[src/rtl/dmem_arbiter_if.sv]
// Requester and DataMemory bus bundle for dmem_arbiter.
// slave: arbiter side; master: requesters plus memory side.
interface dmem_arbiter_if;
    logic        Req0;
    logic        Wr0;
    logic [31:0] Addr0;
    logic [31:0] WData0;
    logic        Gnt0;
    logic        Done0;
    logic        Req1;
    logic        Wr1;
    logic [31:0] Addr1;
    logic [31:0] WData1;
    logic        Gnt1;
    logic        Done1;
    logic [31:0] RData;
    logic        Err;
    logic [31:0] MemAddress;
    logic [31:0] MemWriteData;
    logic        MemoryRead;
    logic        MemoryWrite;
    logic [31:0] MemReadData;

    modport slave (
        input  Req0, Wr0, Addr0, WData0,
        input  Req1, Wr1, Addr1, WData1,
        input  MemReadData,
        output Gnt0, Done0, Gnt1, Done1,
        output RData, Err,
        output MemAddress, MemWriteData,
        output MemoryRead, MemoryWrite
    );

    modport master (
        output Req0, Wr0, Addr0, WData0,
        output Req1, Wr1, Addr1, WData1,
        output MemReadData,
        input  Gnt0, Done0, Gnt1, Done1,
        input  RData, Err,
        input  MemAddress, MemWriteData,
        input  MemoryRead, MemoryWrite
    );
endinterface

[src/rtl/dmem_arbiter.sv]
// Round-robin two-port arbiter/sequencer for the 64-word DataMemory.
// Ports: Clock, Reset (sync, active-high), bus (dmem_arbiter_if.slave).
module dmem_arbiter #(
    parameter int DEPTH   = 64,
    parameter int MEM_LAT = 2
) (
    input  logic           Clock,
    input  logic           Reset,
    dmem_arbiter_if.slave  bus
);
    localparam int CW = (MEM_LAT > 1) ? $clog2(MEM_LAT) : 1;
    localparam logic [CW-1:0] LAT_LD = CW'(MEM_LAT - 1);

    typedef enum logic [1:0] {
        S_IDLE   = 2'd0,
        S_ACCESS = 2'd1,
        S_DONE   = 2'd2
    } state_t;

    state_t        r_state;
    state_t        w_state_n;
    logic          r_prio;
    logic          r_id;
    logic          r_wr;
    logic [CW-1:0] r_cnt;
    logic          r_gnt0, r_gnt1, r_done0, r_done1, r_err;
    logic [31:0]   r_rdata, r_maddr, r_mwdata;
    logic          r_mrd, r_mwr;

    logic          w_prio_n, w_id_n, w_wr_n;
    logic [CW-1:0] w_cnt_n;
    logic          w_gnt0_n, w_gnt1_n, w_done0_n, w_done1_n, w_err_n;
    logic [31:0]   w_rdata_n, w_maddr_n, w_mwdata_n;
    logic          w_mrd_n, w_mwr_n;

    logic          w_any, w_win, w_wr, w_legal;
    logic [31:0]   w_addr, w_wdata;

    // Single requester wins outright; on contention the pointer decides.
    assign w_any   = bus.Req0 | bus.Req1;
    assign w_win   = (bus.Req0 & bus.Req1) ? r_prio : bus.Req1;
    assign w_wr    = w_win ? bus.Wr1    : bus.Wr0;
    assign w_addr  = w_win ? bus.Addr1  : bus.Addr0;
    assign w_wdata = w_win ? bus.WData1 : bus.WData0;
    assign w_legal = (w_addr[1:0] == 2'b00) &&
                     (w_addr[31:2] < 30'(DEPTH));

    always_ff @(posedge Clock) begin
        if (Reset) begin
            r_state  <= S_IDLE;
            r_prio   <= 1'b0;
            r_id     <= 1'b0;
            r_wr     <= 1'b0;
            r_cnt    <= '0;
            r_gnt0   <= 1'b0;
            r_gnt1   <= 1'b0;
            r_done0  <= 1'b0;
            r_done1  <= 1'b0;
            r_err    <= 1'b0;
            r_rdata  <= '0;
            r_maddr  <= '0;
            r_mwdata <= '0;
            r_mrd    <= 1'b0;
            r_mwr    <= 1'b0;
        end else begin
            r_state  <= w_state_n;
            r_prio   <= w_prio_n;
            r_id     <= w_id_n;
            r_wr     <= w_wr_n;
            r_cnt    <= w_cnt_n;
            r_gnt0   <= w_gnt0_n;
            r_gnt1   <= w_gnt1_n;
            r_done0  <= w_done0_n;
            r_done1  <= w_done1_n;
            r_err    <= w_err_n;
            r_rdata  <= w_rdata_n;
            r_maddr  <= w_maddr_n;
            r_mwdata <= w_mwdata_n;
            r_mrd    <= w_mrd_n;
            r_mwr    <= w_mwr_n;
        end
    end

    always_comb begin
        w_state_n = r_state;
        unique case (r_state)
            S_IDLE: begin
                if (w_any)
                    w_state_n = w_legal ? S_ACCESS : S_DONE;
            end
            S_ACCESS: begin
                if (r_cnt == '0)
                    w_state_n = S_DONE;
            end
            S_DONE:  w_state_n = S_IDLE;
            default: w_state_n = S_IDLE;
        endcase
    end

    always_comb begin
        w_prio_n   = r_prio;
        w_id_n     = r_id;
        w_wr_n     = r_wr;
        w_cnt_n    = r_cnt;
        w_gnt0_n   = 1'b0;
        w_gnt1_n   = 1'b0;
        w_done0_n  = 1'b0;
        w_done1_n  = 1'b0;
        w_err_n    = r_err;
        w_rdata_n  = r_rdata;
        w_maddr_n  = r_maddr;
        w_mwdata_n = r_mwdata;
        w_mrd_n    = 1'b0;
        w_mwr_n    = 1'b0;
        unique case (r_state)
            S_IDLE: begin
                if (w_any) begin
                    w_id_n   = w_win;
                    w_wr_n   = w_wr;
                    w_prio_n = ~w_win;
                    w_gnt0_n = ~w_win;
                    w_gnt1_n = w_win;
                    if (w_legal) begin
                        w_maddr_n  = w_addr;
                        w_mwdata_n = w_wdata;
                        w_mrd_n    = ~w_wr;
                        w_mwr_n    = w_wr;
                        w_cnt_n    = LAT_LD;
                    end else begin
                        // Rejected: complete immediately, memory untouched.
                        w_err_n   = 1'b1;
                        w_rdata_n = '0;
                        w_done0_n = ~w_win;
                        w_done1_n = w_win;
                    end
                end
            end
            S_ACCESS: begin
                if (r_cnt == '0) begin
                    w_rdata_n = r_wr ? 32'h0 : bus.MemReadData;
                    w_err_n   = 1'b0;
                    w_done0_n = ~r_id;
                    w_done1_n = r_id;
                end else begin
                    w_cnt_n = r_cnt - 1'b1;
                    w_mrd_n = r_mrd;
                    w_mwr_n = r_mwr;
                end
            end
            S_DONE: begin
            end
            default: begin
            end
        endcase
    end

    assign bus.Gnt0         = r_gnt0;
    assign bus.Gnt1         = r_gnt1;
    assign bus.Done0        = r_done0;
    assign bus.Done1        = r_done1;
    assign bus.Err          = r_err;
    assign bus.RData        = r_rdata;
    assign bus.MemAddress   = r_maddr;
    assign bus.MemWriteData = r_mwdata;
    assign bus.MemoryRead   = r_mrd;
    assign bus.MemoryWrite  = r_mwr;
endmodule

[src/flat_wrapper.sv]
// flat-port wrapper written by rule: the top's interface ports become plain ports
module dmem_arbiter_flat 
#(
    parameter int DEPTH   = 64,
    parameter int MEM_LAT = 2
)
  (Clock, Reset, bus_Req0, bus_Wr0, bus_Addr0, bus_WData0, bus_Req1, bus_Wr1, bus_Addr1, bus_WData1, bus_MemReadData, bus_Gnt0, bus_Done0, bus_Gnt1, bus_Done1, bus_RData, bus_Err, bus_MemAddress, bus_MemWriteData, bus_MemoryRead, bus_MemoryWrite);
  dmem_arbiter_if bus_i ();
  input  logic Clock;
  input  logic Reset;
  input wire logic [$bits(bus_i.Req0)-1:0] bus_Req0;
  input wire logic [$bits(bus_i.Wr0)-1:0] bus_Wr0;
  input wire logic [$bits(bus_i.Addr0)-1:0] bus_Addr0;
  input wire logic [$bits(bus_i.WData0)-1:0] bus_WData0;
  input wire logic [$bits(bus_i.Req1)-1:0] bus_Req1;
  input wire logic [$bits(bus_i.Wr1)-1:0] bus_Wr1;
  input wire logic [$bits(bus_i.Addr1)-1:0] bus_Addr1;
  input wire logic [$bits(bus_i.WData1)-1:0] bus_WData1;
  input wire logic [$bits(bus_i.MemReadData)-1:0] bus_MemReadData;
  output wire logic [$bits(bus_i.Gnt0)-1:0] bus_Gnt0;
  output wire logic [$bits(bus_i.Done0)-1:0] bus_Done0;
  output wire logic [$bits(bus_i.Gnt1)-1:0] bus_Gnt1;
  output wire logic [$bits(bus_i.Done1)-1:0] bus_Done1;
  output wire logic [$bits(bus_i.RData)-1:0] bus_RData;
  output wire logic [$bits(bus_i.Err)-1:0] bus_Err;
  output wire logic [$bits(bus_i.MemAddress)-1:0] bus_MemAddress;
  output wire logic [$bits(bus_i.MemWriteData)-1:0] bus_MemWriteData;
  output wire logic [$bits(bus_i.MemoryRead)-1:0] bus_MemoryRead;
  output wire logic [$bits(bus_i.MemoryWrite)-1:0] bus_MemoryWrite;
  assign bus_i.Req0 = bus_Req0;
  assign bus_i.Wr0 = bus_Wr0;
  assign bus_i.Addr0 = bus_Addr0;
  assign bus_i.WData0 = bus_WData0;
  assign bus_i.Req1 = bus_Req1;
  assign bus_i.Wr1 = bus_Wr1;
  assign bus_i.Addr1 = bus_Addr1;
  assign bus_i.WData1 = bus_WData1;
  assign bus_i.MemReadData = bus_MemReadData;
  assign bus_Gnt0 = bus_i.Gnt0;
  assign bus_Done0 = bus_i.Done0;
  assign bus_Gnt1 = bus_i.Gnt1;
  assign bus_Done1 = bus_i.Done1;
  assign bus_RData = bus_i.RData;
  assign bus_Err = bus_i.Err;
  assign bus_MemAddress = bus_i.MemAddress;
  assign bus_MemWriteData = bus_i.MemWriteData;
  assign bus_MemoryRead = bus_i.MemoryRead;
  assign bus_MemoryWrite = bus_i.MemoryWrite;
  dmem_arbiter #(.DEPTH(DEPTH), .MEM_LAT(MEM_LAT)) u_core (.Clock(Clock), .Reset(Reset), .bus(bus_i));
endmodule
[config.mk]
export PLATFORM = sky130hd
export DESIGN_NAME = dmem_arbiter_flat
export DESIGN_NICKNAME = d
export VERILOG_FILES = /design/src/rtl/dmem_arbiter_if.sv /design/src/rtl/dmem_arbiter.sv /design/src/flat_wrapper.sv
export SDC_FILE = /design/constraint.sdc
export NUM_CORES = 1
export LEC_CHECK = 0
export BUFFER_PORTS_ARGS = -buffer_cell sky130_fd_sc_hd__buf_2
export CORE_MARGIN = 3
export CORE_UTILIZATION = 25
export DETAILED_ROUTE_END_ITERATION = 10
export GPL_ROUTABILITY_DRIVEN = 0
export HOLD_SLACK_MARGIN = 0.03
export MAX_ROUTING_LAYER = met4
export PLACE_DENSITY = 0.59
export SLEW_MARGIN = 20
export SYNTH_ARGS = -nofsm -noshare
export SYNTH_HDL_FRONTEND = slang
export SYNTH_SLANG_ARGS = --single-unit
export TNS_END_PERCENT = 50
[constraint.sdc]
create_clock -name Clock -period 3.4 [get_ports Clock]
set_input_delay 0.68 -clock Clock [delete_from_list [all_inputs] [get_ports Clock]]
set_output_delay 0.68 -clock Clock [all_outputs]
set_load 0.02 [all_outputs]
==> results.json <==
{
  "setup_viol": 0,
  "drc_errors": 0,
  "async_flop_share_pct": 0,
  "p_clk_share_pct": 40.1,
  "p_leak_nw": 2.897,
  "grt_max_degree": 40,
  "fmax_mhz": 449.0,
  "min_path_cells": 2,
  "syn2layout_area_growth_pct": 43.56,
  "dpl_cell_area_sq_um": 5901,
  "comb_power_share_pct": 9.7,
  "hp-class": "flop to flop",
  "cts_tree": "done",
  "die_h_microns": 137.5,
  "fin_crit_ns": 2.227,
  "synth_cell_type_count": 30,
  "num-nets-final": 870,
  "critPathKind": "input port to flop",
  "hold_buffers": 0,
  "clock_latency_ns": 0.35,
  "tightest_slew_ns": 0.6416,
  "outcome": "finished, final reports clean",
  "wire_per_inst_microns": 14.23,
  "fillerInstances": 1700,
  "synth_top_area_share_pct": 50.51,
  "synth_area_sq_um": 4320,
  "crit_path_max_fanout": 36,
  "die_area_sq_um": 18900,
  "reg2reg_slack_ns": 1.30,
  "maxSlewHeadroom_pct": 57.23,
  "endpoint_kind": "flop",
  "cts_resized": 0,
  "slew_viol_final": 0,
  "p_sw_share_pct": 25.16,
  "required_ns": 3.68,
  "p_int_w": 0.001922,
  "grt_antenna_before_repair": 0,
  "skew_ns": 0.01103,
  "cts_max_level": 3,
  "holdWs_ns": 0.4518,
  "reg2reg_depth": 6,
  "reg2reg_from": "u_core.r_prio",
  "yosysTopAreaCell": "dfxtp_1",
  "r2r_end": "u_core.bus.RData[19]",
  "numCtsBuffers": 9,
  "synth_edf_count": 0,
  "whs_endpoint": "u_core.bus.MemoryWrite",
  "utilization_pct": 37.01,
  "syn_inst": 451,
  "final_antenna_net_count": 0,
  "row_count": 47,
  "num_vias": 4154,
  "pwr-share-seq_pct": 50.2,
  "rsz0062_at_grt": "no",
  "min_from": "u_core.bus.MemoryWrite",
  "die_w_microns": 137.5,
  "critPathArrivalTime_ns": 2.51,
  "path_clk_slew_ns": 0.08,
  "yosysMostFrequentCell": "dfxtp_1",
  "portBuffers": 268,
  "gr-total-overflow": 0,
  "ys.flop_type": "dfxtp_1",
  "hpwl_mm": 9.875,
  "grt_pass1_vias": 3986,
  "dr.first_iter.drc_count": 176,
  "synthTopCellsByArea": "dfxtp_1 (51%), mux2i_1 (8.8%), a211oi_1 (6.6%)",
  "yosysSeqAreaShare_pct": 50.51,
  "yosys-top-cells-count": "dfxtp_1 (109), a31oi_1 (40), a211oi_1 (38), mux2i_1 (38), nand2_1 (35)",
  "io_pins": 269,
  "drt-total-wl_mm": 13.22,
  "antennaDiodeCount": 0,
  "fin_area_sq_um": 6202,
  "hold_violations": 0,
  "p_sw_w": 0.0006461,
  "ys_seq_elements": 109,
  "postCtsSetupRepairBufs": 0,
  "drive_gt1_share_pct": 43.16,
  "start_util_pct": 25.78,
  "maxCapViolCount": 0,
  "cts_buffer_depth": 2,
  "power_density_nw_per_um2": 414.0,
  "grt_pass1_wl_mm": 19.99,
  "final.setup.tns_ns": 0,
  "first_pass_iters": 4,
  "cts-root-buf": "clkbuf_16",
  "track_usage_pct": 13.70,
  "ir_drop_v": 0.0003113,
  "fin_crit_sh_pct": 65.50,
  "avgSynthCellArea_sq_um": 9.580,
  "start_kind": "input port",
  "synth_fp_nets": 617,
  "vias_per_cell": 4.471,
  "core_area_sq_um": 16760,
  "yosysWarningCount": 0,
  "cts_sinks": 109
}
area by class of cell:
class                      instances  area, sq um  area share, %
timing repair buffer             281         1439          23.20
tap                              220        275.3          4.438
inverter                           3        11.26         0.1816
sequential                       109         2182          35.18
multi-input combinational        300         2002          32.28
clock buffer                       9        225.2          3.631
clock inverter                     7        67.56          1.089
cells in the final DEF, fill, tap and decap left out, drive strengths merged:
cell type / n
mux2: 3
a21oi: 3
nand4: 3
nand2: 35
nand3: 3
mux2i: 40
nor4: 14
o21a: 1
a31oi: 41
nor3: 5
clkinv: 4
nor2: 12
nand2b: 33
buf: 281
a32oi: 1
nor2b: 1
and2: 27
a211oi: 38
o21ai: 34
dfxtp: 109
clkbuf: 9
a311oi: 1
a22o: 3
inv: 6
or4: 1
o32ai: 1
flip-flops by register name, indices dropped and copies added, names as in the netlist:
signal and flops:
u_core.bus.Err 1, u_core.bus.MemAddress 32, u_core.r_prio 1, u_core.r_id 1
u_core.bus.MemWriteData 32, u_core.r_cnt 1, u_core.r_state 2, u_core.bus.Done1 1
u_core.bus.MemoryRead 1, u_core.bus.Gnt1 1, u_core.bus.Gnt0 1, u_core.r_wr 1
u_core.bus.Done0 1, u_core.bus.RData 32, u_core.bus.MemoryWrite 1
per-layer routing:
| metal | vias up | track usage (%) | wire [microns] |
|---|---|---|---|
| li1 | 2140 | - | - |
| met1 | 1832 | 16.66 | 5762 |
| met2 | 171 | 22.78 | 6280 |
| met3 | 11 | 3.506 | 1043 |
| met4 | 0 | 3.326 | 135 |
| met5 | - | - | 0 |
logic make-up (layout without fill, tap and decap cells):
| family | count (synthesis) | in the layout | share of synthesized area [%] |
|---|---|---|---|
| buffers and inverters | 42 | 300 | 4.431 |
| flip-flops | 109 | 109 | 50.51 |
| AND/OR/NAND/NOR | 134 | 134 | 16.48 |
| multiplexers | 43 | 43 | 10.22 |
| AO/OA/AOI/OAI | 123 | 123 | 18.36 |
through the flow:
stage	instances	setup WS [ns]	total power, W
after CTS	929	1.165	0.002613
after global routing	929	0.9957	0.002687
final	929	1.173	0.002568
after detailed placement	913	0.7960	0.001572
after floorplan	451	1.266	0.001438
after global placement	913	0.7839	0.001573
worst max-delay path by stage:
stage	cells after the start	end	slack (ns)	start
6_report	8	u_core.bus.RData[19]	1.17	bus_Addr0[19]
3_3_place_gp	7	u_core.bus.MemAddress[30]	0.78	bus_Addr0[17]
3_5_place_dp	7	u_core.bus.MemAddress[19]	0.80	bus_Req0
2_1_floorplan	7	u_core.bus.MemWriteData[11]	1.27	bus_Addr1[27]
5_1_grt	8	u_core.bus.RData[12]	1.0	bus_Addr0[19]
4_1_cts	7	u_core.bus.MemAddress[25]	1.17	bus_Req0
critical path, cell delays in order:
cell     delay, ns
buf_2         0.10
nor4_1        0.27
nand3_1       0.22
mux2i_4       0.25
buf_4         0.40
a31oi_2       0.13
buf_4         0.26
o21ai_1       0.17
power by group through the flow:
stage / Sequential, W / Clock, W / Combinational, W
2_1_floorplan: 0.00132 / 0 / 0.000115
3_3_place_gp: 0.00132 / 0 / 0.000254
3_5_place_dp: 0.00132 / 0 / 0.000254
4_1_cts: 0.00129 / 0.00107 / 0.000254
5_1_grt: 0.00129 / 0.00112 / 0.000279
6_report: 0.00129 / 0.00103 / 0.000250
Power figures use the tool's default switching activity.
